### src/rtl/pulse_lvl_pkg.sv
// Shared mode encodings for the pulse/level converter channels.
// Both the channel logic and any integrating code decode mode fields through this enum.
package pulse_lvl_pkg;

   localparam int MODE_W = 2;

   typedef enum logic [MODE_W-1:0] {
      MODE_TOGGLE  = 2'b00,
      MODE_STRETCH = 2'b01,
      MODE_EDGE    = 2'b10,
      MODE_RSVD    = 2'b11
   } mode_e;

endpackage

### src/rtl/pulse_lvl_chan.sv
// One independent pulse/level conversion channel.
// Supports toggle, stretch, edge and reserved modes, with sync clear and mode-change flush.
module pulse_lvl_chan
   import pulse_lvl_pkg::*;
#(
   parameter int STRETCH_W   = 4,
   parameter int STRETCH_LEN = 8
) (
   input  logic              clk,
   input  logic              rst_n,
   input  logic              d,
   input  logic              clr,
   input  logic [MODE_W-1:0] mode,
   output logic              lvl
);

   localparam logic [STRETCH_W-1:0] LEN_C = STRETCH_W'(STRETCH_LEN);

   logic                 lvl_q, lvl_n;
   logic [STRETCH_W-1:0] cnt_q, cnt_n;
   logic                 prev_d_q;
   mode_e                mode_q, mode_n;

   // NOTE: state registers use non-blocking assignments so every flop samples pre-edge values.
   always_ff @(posedge clk or negedge rst_n) begin
      if (!rst_n) begin
         lvl_q    <= 1'b0;
         cnt_q    <= '0;
         prev_d_q <= 1'b0;
         mode_q   <= MODE_TOGGLE;
      end else begin
         lvl_q    <= lvl_n;
         cnt_q    <= cnt_n;
         prev_d_q <= d;
         mode_q   <= mode_n;
      end
   end

   // NOTE: every signal gets a default first so no path through the case can infer a latch.
   always_comb begin
      mode_n = mode_e'(mode);
      lvl_n  = 1'b0;
      cnt_n  = '0;
      // A clear or a mode change flushes the channel and swallows any event this cycle.
      if (!clr && (mode_n == mode_q)) begin
         unique case (mode_q)
            MODE_TOGGLE: lvl_n = lvl_q ^ d;
            MODE_STRETCH: begin
               if (d)
                  cnt_n = LEN_C;
               else if (cnt_q != '0)
                  cnt_n = cnt_q - STRETCH_W'(1);
               lvl_n = (cnt_n != '0);
            end
            MODE_EDGE: lvl_n = d ^ prev_d_q;
            MODE_RSVD: lvl_n = 1'b0;
         endcase
      end
   end

   assign lvl = lvl_q;

endmodule

### src/rtl/pulse_lvl_conv.sv
// Multi-channel pulse/level converter: CH independent pulse_lvl_chan instances.
// Holds no state itself; only slices the packed buses and validates parameters.
module pulse_lvl_conv
   import pulse_lvl_pkg::*;
#(
   parameter int CH          = 4,
   parameter int STRETCH_W   = 4,
   parameter int STRETCH_LEN = 8
) (
   input  logic                 clk,
   input  logic                 rst_n,
   input  logic [CH-1:0]        d,
   input  logic [CH-1:0]        clr,
   input  logic [MODE_W*CH-1:0] mode,
   output logic [CH-1:0]        lvl
);

   if (CH < 1 || CH > 32) begin : g_bad_ch
      $error("pulse_lvl_conv: CH=%0d outside 1..32", CH);
   end
   if (STRETCH_W < 2 || STRETCH_W > 16) begin : g_bad_w
      $error("pulse_lvl_conv: STRETCH_W=%0d outside 2..16", STRETCH_W);
   end
   if (STRETCH_LEN < 1 || STRETCH_LEN > (2 ** STRETCH_W) - 1) begin : g_bad_len
      $error("pulse_lvl_conv: STRETCH_LEN=%0d does not fit STRETCH_W=%0d", STRETCH_LEN, STRETCH_W);
   end

   for (genvar i = 0; i < CH; i++) begin : g_chan
      pulse_lvl_chan #(
         .STRETCH_W   (STRETCH_W),
         .STRETCH_LEN (STRETCH_LEN)
      ) u_chan (
         .clk   (clk),
         .rst_n (rst_n),
         .d     (d[i]),
         .clr   (clr[i]),
         .mode  (mode[MODE_W*i +: MODE_W]),
         .lvl   (lvl[i])
      );
   end

endmodule

### config.mk
export PLATFORM = sky130hd
export DESIGN_NAME = pulse_lvl_conv
export DESIGN_NICKNAME = d
export VERILOG_FILES = /design/src/rtl/pulse_lvl_pkg.sv /design/src/rtl/pulse_lvl_chan.sv /design/src/rtl/pulse_lvl_conv.sv
export SDC_FILE = /design/constraint.sdc
export NUM_CORES = 1
export LEC_CHECK = 0
export CORE_ASPECT_RATIO = 1.1
export CORE_MARGIN = 2
export CORE_UTILIZATION = 54
export CTS_BUF_LIST = sky130_fd_sc_hd__clkbuf_8 sky130_fd_sc_hd__clkbuf_16
export DETAILED_ROUTE_END_ITERATION = 6
export PLACE_DENSITY = 0.91
export SYNTH_ARGS = -nofsm -noshare
export SYNTH_HDL_FRONTEND = slang
export SYNTH_SLANG_ARGS = --single-unit
### constraint.sdc
create_clock -name clk -period 1.8 [get_ports clk]
set_input_delay 0.36 -clock clk [delete_from_list [all_inputs] [get_ports clk]]
set_output_delay 0.36 -clock clk [all_outputs]
set_load 0.01 [all_outputs]
-- Word-level counts from Yosys, hierarchy flattened
Cells that the tools add are included.
- word-level logic and storage cells: 96
- bits in registers: 32
- bits of input ports: 18
- bitwise operators: 8
- equal/unequal tests: 16
- add/subtract/negate cells: 4
- reductions and logical operators: 20
- mux-type cells: 32
- operators with widths (kind ; number):
    $mux W4 ; 24
    $reduce_bool A4 Y1 ; 8
    $eq A2 B2 Y1 const B ; 8
    $pmux W1 S4 ; 4
    $sub A4 B1 Y4 const B ; 4
    $eq A2 B1 Y1 const B ; 4
    $eq A2 B2 Y1 ; 4
    $logic_not A2 Y1 ; 4
    $xor A1 B1 Y1 ; 8
    $logic_and A1 B1 Y1 ; 4
    $logic_not A1 Y1 ; 4
    $mux W1 ; 4

-- Logic depth before layout (Yosys ltp)
- word-level depth: 8
- gate-level depth with buffers: 6

-- Cells and area by module
Synthesis repeated with hierarchy kept, for this count alone.
- cells, all modules: 156
- area total of the unflattened synthesis: 1586.5 µm²
- by module, submodules not included (module ; cells each ; instances ; area each (µm²)):
    pulse_lvl_chan ; 39 ; 4 ; 396.6

-- Worst setup path after synthesis
No wires, ideal clock.
- path type: register to register
- from: register g_chan[2].u_chan.cnt_q[0]
- to: register g_chan[2].u_chan.lvl_q
- arrival: 1251 ps
- cell stages (with the launch flop): 7
- slack: 462 ps
- cell sequence: dfrtp_1 inv_1 ha_1 nand2_1 nor2_1 o311a_1 o211ai_1
- cells in the longest elaborated chain, start to end: 8
- ends and longest elaborated chain (what ; line ; RTL):
    start: declaration ; pulse_lvl_chan.sv:20 ; logic [STRETCH_W-1:0] cnt_q, cnt_n;
    start signal: assignment ; pulse_lvl_chan.sv:33 ; cnt_q <= cnt_n;
    $sub A4 B1 Y4 / $reduce_bool A4 Y1 (equally long branches) ; pulse_lvl_chan.sv:52, pulse_lvl_chan.sv:51 ;
    $mux W4 (*) ; pulse_lvl_chan.sv:51 ; else if (cnt_q != '0)
    $mux W4 (*) ; pulse_lvl_chan.sv:49 ; if (d)
    $mux W4 (*) ; pulse_lvl_chan.sv:46 ; unique case (mode_q)
    $mux W4 (*) ; pulse_lvl_chan.sv:45 ; if (!clr && (mode_n == mode_q)) begin
    $reduce_bool A4 Y1 (*) ; pulse_lvl_chan.sv:53 ; lvl_n = (cnt_n != '0);
    $pmux W1 S4 (*) ; pulse_lvl_chan.sv:46 ;
    $mux W1 (*) ; pulse_lvl_chan.sv:45 ;
    net g_chan[2].u_chan.lvl_n ; pulse_lvl_chan.sv:19 ; logic lvl_q, lvl_n;
    end signal: assignment ; pulse_lvl_chan.sv:32 ; lvl_q <= lvl_n;
    end: declaration ; pulse_lvl_chan.sv:19 ;
The timed path passes the listed nets; every way through them passes the cells marked *. The select of a mux whose other input is x is not followed.

-- Worst setup path in the final report
- from: input mode[4]
- to: register g_chan[2].u_chan.cnt_q[0]
- cells in the longest elaborated chain, start to end: 3
- ends and longest elaborated chain (what ; line ; RTL):
    start: declaration ; pulse_lvl_conv.sv:14 ; input logic [MODE_W*CH-1:0] mode,
    $eq A2 B2 Y1 ; pulse_lvl_chan.sv:45 ;
    $logic_and A1 B1 Y1 ; pulse_lvl_chan.sv:45 ;
    $mux W4 ; pulse_lvl_chan.sv:45 ;
    net g_chan[2].u_chan.cnt_n[0] ; pulse_lvl_chan.sv:20 ;
The timed path passes the listed nets, and every way through them passes these cells.

==> impl_metrics.json <==
{
  "outcome": "finished, final reports clean",
  "hold_class": "in2async",
  "grt_max_degree": 33,
  "setup_tns_ns": 0,
  "yosys.area.top_type": "dfrtp_1",
  "fin_cells": 214,
  "die_w_um": 56.0,
  "cts_max_level": 2,
  "grt_pass1_wl_mm": 5.90,
  "cts_buffers": 5,
  "antenna_found_initial": 0,
  "ctsResizeCount": 0,
  "fin_util": 0.690,
  "synth_nets": 181,
  "cap_violations": 0,
  "async_flop_share": 1.00,
  "cellLeakagePower_nw": 0.870,
  "ir_drop_v": 0.000662,
  "drtIter0Drc": 43,
  "p_per_area_nw_per_um2": 733,
  "grt_use_total": 0.233,
  "core_area_um2": 2800,
  "syn2layout_area_growth_pct": 20.3,
  "yosysSeqAreaShare": 0.498,
  "finalPower_w": 0.00142,
  "postCtsSetupRepairBufs": 0,
  "fin_crit_ns": 1.63,
  "wire_per_inst_um": 15.6,
  "start_util": 0.574,
  "skew_ns": 0.00559,
  "top_level_ports": 22,
  "numPortBuffers": 21,
  "overflow": 0,
  "timing.rr.start": "g_chan[2].u_chan.cnt_q[0]$_DFF_PN0_",
  "synth.most_common_cell": "dfrtp_1",
  "cts_tree": "done",
  "postRouteAntennaNets": 0,
  "path_cells": "clkdlybuf4s50_1 -> nand2_4 -> or4_1 -> nor4_1",
  "fp-row-count": 20,
  "syn_area_um2": 1610,
  "yosys_warnings": 0,
  "cts_root_buf": "clkbuf_8",
  "synth_top_flop_cell": "dfrtp_1",
  "r2r-end": "g_chan[2].u_chan.lvl$_DFF_PN0_",
  "timing.fmax_ghz": 0.613,
  "crit_path_max_fanout": 6,
  "crit_required_ns": 1.96,
  "die_h_um": 61.2,
  "cts_buffer_depth": 2,
  "route.detailed.drc": 0,
  "placed_cells": 206,
  "grt_pass1_vias": 1287,
  "nNetsFinal": 206,
  "drive_gt1_frac": 0.0663,
  "finalHoldViolCount": 0,
  "ys_ff_latch": 32,
  "insertion_delay_ns": 0.28,
  "drt_first_pass_iters": 4,
  "rsz0062_at_grt": "false",
  "cpMaxStageDelayCell": "clkdlybuf4s50_1",
  "ys_top_cells_by_count": "32 x dfrtp_1, 14 x inv_1, 11 x mux2i_1, 11 x nor2_1, 11 x nor4_1",
  "slew_violations": 0,
  "fillerInstances": 220,
  "wirelength_mm": 3.33,
  "fin_crit_sh": 0.906,
  "postSynthAreaPerCell_um2": 10.4,
  "setup_viol": 0,
  "clkTransAtPathRegs_ns": 0.06,
  "antenna_cells": 0,
  "start_kind": "input pin",
  "netlist_instances": 155,
  "synth_cell_types": 27,
  "synth_area_leaders": "dfrtp_1 50%, mux2i_1 6.8%, ha_1 6.2%",
  "clock_sinks": 32,
  "slowest_delay_ns": 0.54,
  "num_vias": 1215,
  "worstPathArrival_ns": 1.79,
  "yosysTopAreaCellShare": 0.498,
  "synth_edf_count": 0,
  "gp_congestion": 0.805,
  "rr_worst_depth": 6,
  "viasPerCell": 5.68,
  "rrSetupSlack_ns": 0.23,
  "endpoint_kind": "flip-flop",
  "worst_pin_slew_ns": 0.440,
  "critical_path_class": "in2reg",
  "max-slew-margin-rel": 0.704,
  "dieArea_um2": 3430,
  "hold_buffers": 0,
  "dpl.hpwl_mm": 2.36
}
## stage by stage
stage | worst slack, ns | cell area [um^2] | hold WS (ns)
finish | 0.170 | 1930 | 0.463
CTS | 0.209 | 1930 | 0.474
floorplan | 0.462 | 1610 | 0.0644
detailed placement | -0.0808 | 1840 | 0.492
global route | 0.0596 | 1930 | 0.498
global placement | -0.0169 | 1840 | 0.478
## worst max-delay path by stage
stage                                        start                                  end  cells past startpoint
6_report                                   mode[4]  g_chan[2].u_chan.cnt_q[0]$_DFF_PN0_                      4
5_1_grt                                    mode[4]  g_chan[2].u_chan.cnt_q[0]$_DFF_PN0_                      4
4_1_cts                                    mode[0]  g_chan[0].u_chan.cnt_q[0]$_DFF_PN0_                      4
3_5_place_dp                               mode[0]  g_chan[0].u_chan.cnt_q[0]$_DFF_PN0_                      4
3_3_place_gp                               mode[0]  g_chan[0].u_chan.cnt_q[1]$_DFF_PN0_                      4
2_1_floorplan  g_chan[2].u_chan.cnt_q[0]$_DFF_PN0_       g_chan[2].u_chan.lvl$_DFF_PN0_                      6
## layer usage
metal	GRT usage	wire, um	share of wire
met5	0	0	0
met4	0.0918	54	0.016
met3	0.0672	146	0.044
met2	0.429	1710	0.51
met1	0.260	1420	0.43
## area by class of cell
type	count	area (um^2)	area share
clock buffers	6	82.6	0.0427
repair buffers	25	240	0.124
multi-input cells	102	709	0.367
clock inverters	2	7.51	0.00388
flip-flops and latches	32	801	0.414
well taps	33	41.3	0.0213
inverters	14	52.6	0.0272
## state kept, by name, summed over array words and instances, names as in the netlist
name	cells
g_chan.u_chan.cnt_q	16
g_chan.u_chan.lvl	4
g_chan.u_chan.mode_q	8
g_chan.u_chan.prev_d_q	4
## cells in the final DEF, fill, tap and decap left out, types with 5 or more instances in the layout
| cell type | netlist | routed |
|---|---|---|
| clkbuf_8 | 0 | 6 |
| ha_1 | 8 | 8 |
| inv_1 | 14 | 16 |
| nand2_1 | 9 | 9 |
| xor2_1 | 5 | 5 |
| clkdlybuf4s50_1 | 0 | 21 |
| a21oi_1 | 8 | 8 |
| mux2i_1 | 11 | 11 |
| nor3_1 | 9 | 9 |
| nor2_1 | 11 | 11 |
| nor4_1 | 11 | 11 |
| dfrtp_1 | 32 | 32 |
## worst max-delay path: cells and delay by family
kind	cells	cell delay, ns
buf+inv	1	0.54
simple gates	3	0.89
## logic make-up (layout without fill, tap and decap cells)
family / count (synthesis) / count (layout) / share of synthesized area
XOR/XNOR: 6 / 6 / 0.0327
adder cells (fa/ha/maj): 8 / 8 / 0.0623
AND/OR/NAND/NOR: 57 / 57 / 0.192
buffers and inverters: 21 / 47 / 0.0607
AO/OA/AOI/OAI: 19 / 19 / 0.0786
multiplexers: 12 / 12 / 0.0755
flip-flops: 32 / 32 / 0.498
## report_power, final
part           total (W)  switching, W  internal (W)
registers       0.000749     0.0000124      0.000737
logic           0.000118     0.0000549     0.0000634
clock network   0.000549      0.000249      0.000300
total            0.00142      0.000317       0.00110
Power figures use the tool's default switching activity.
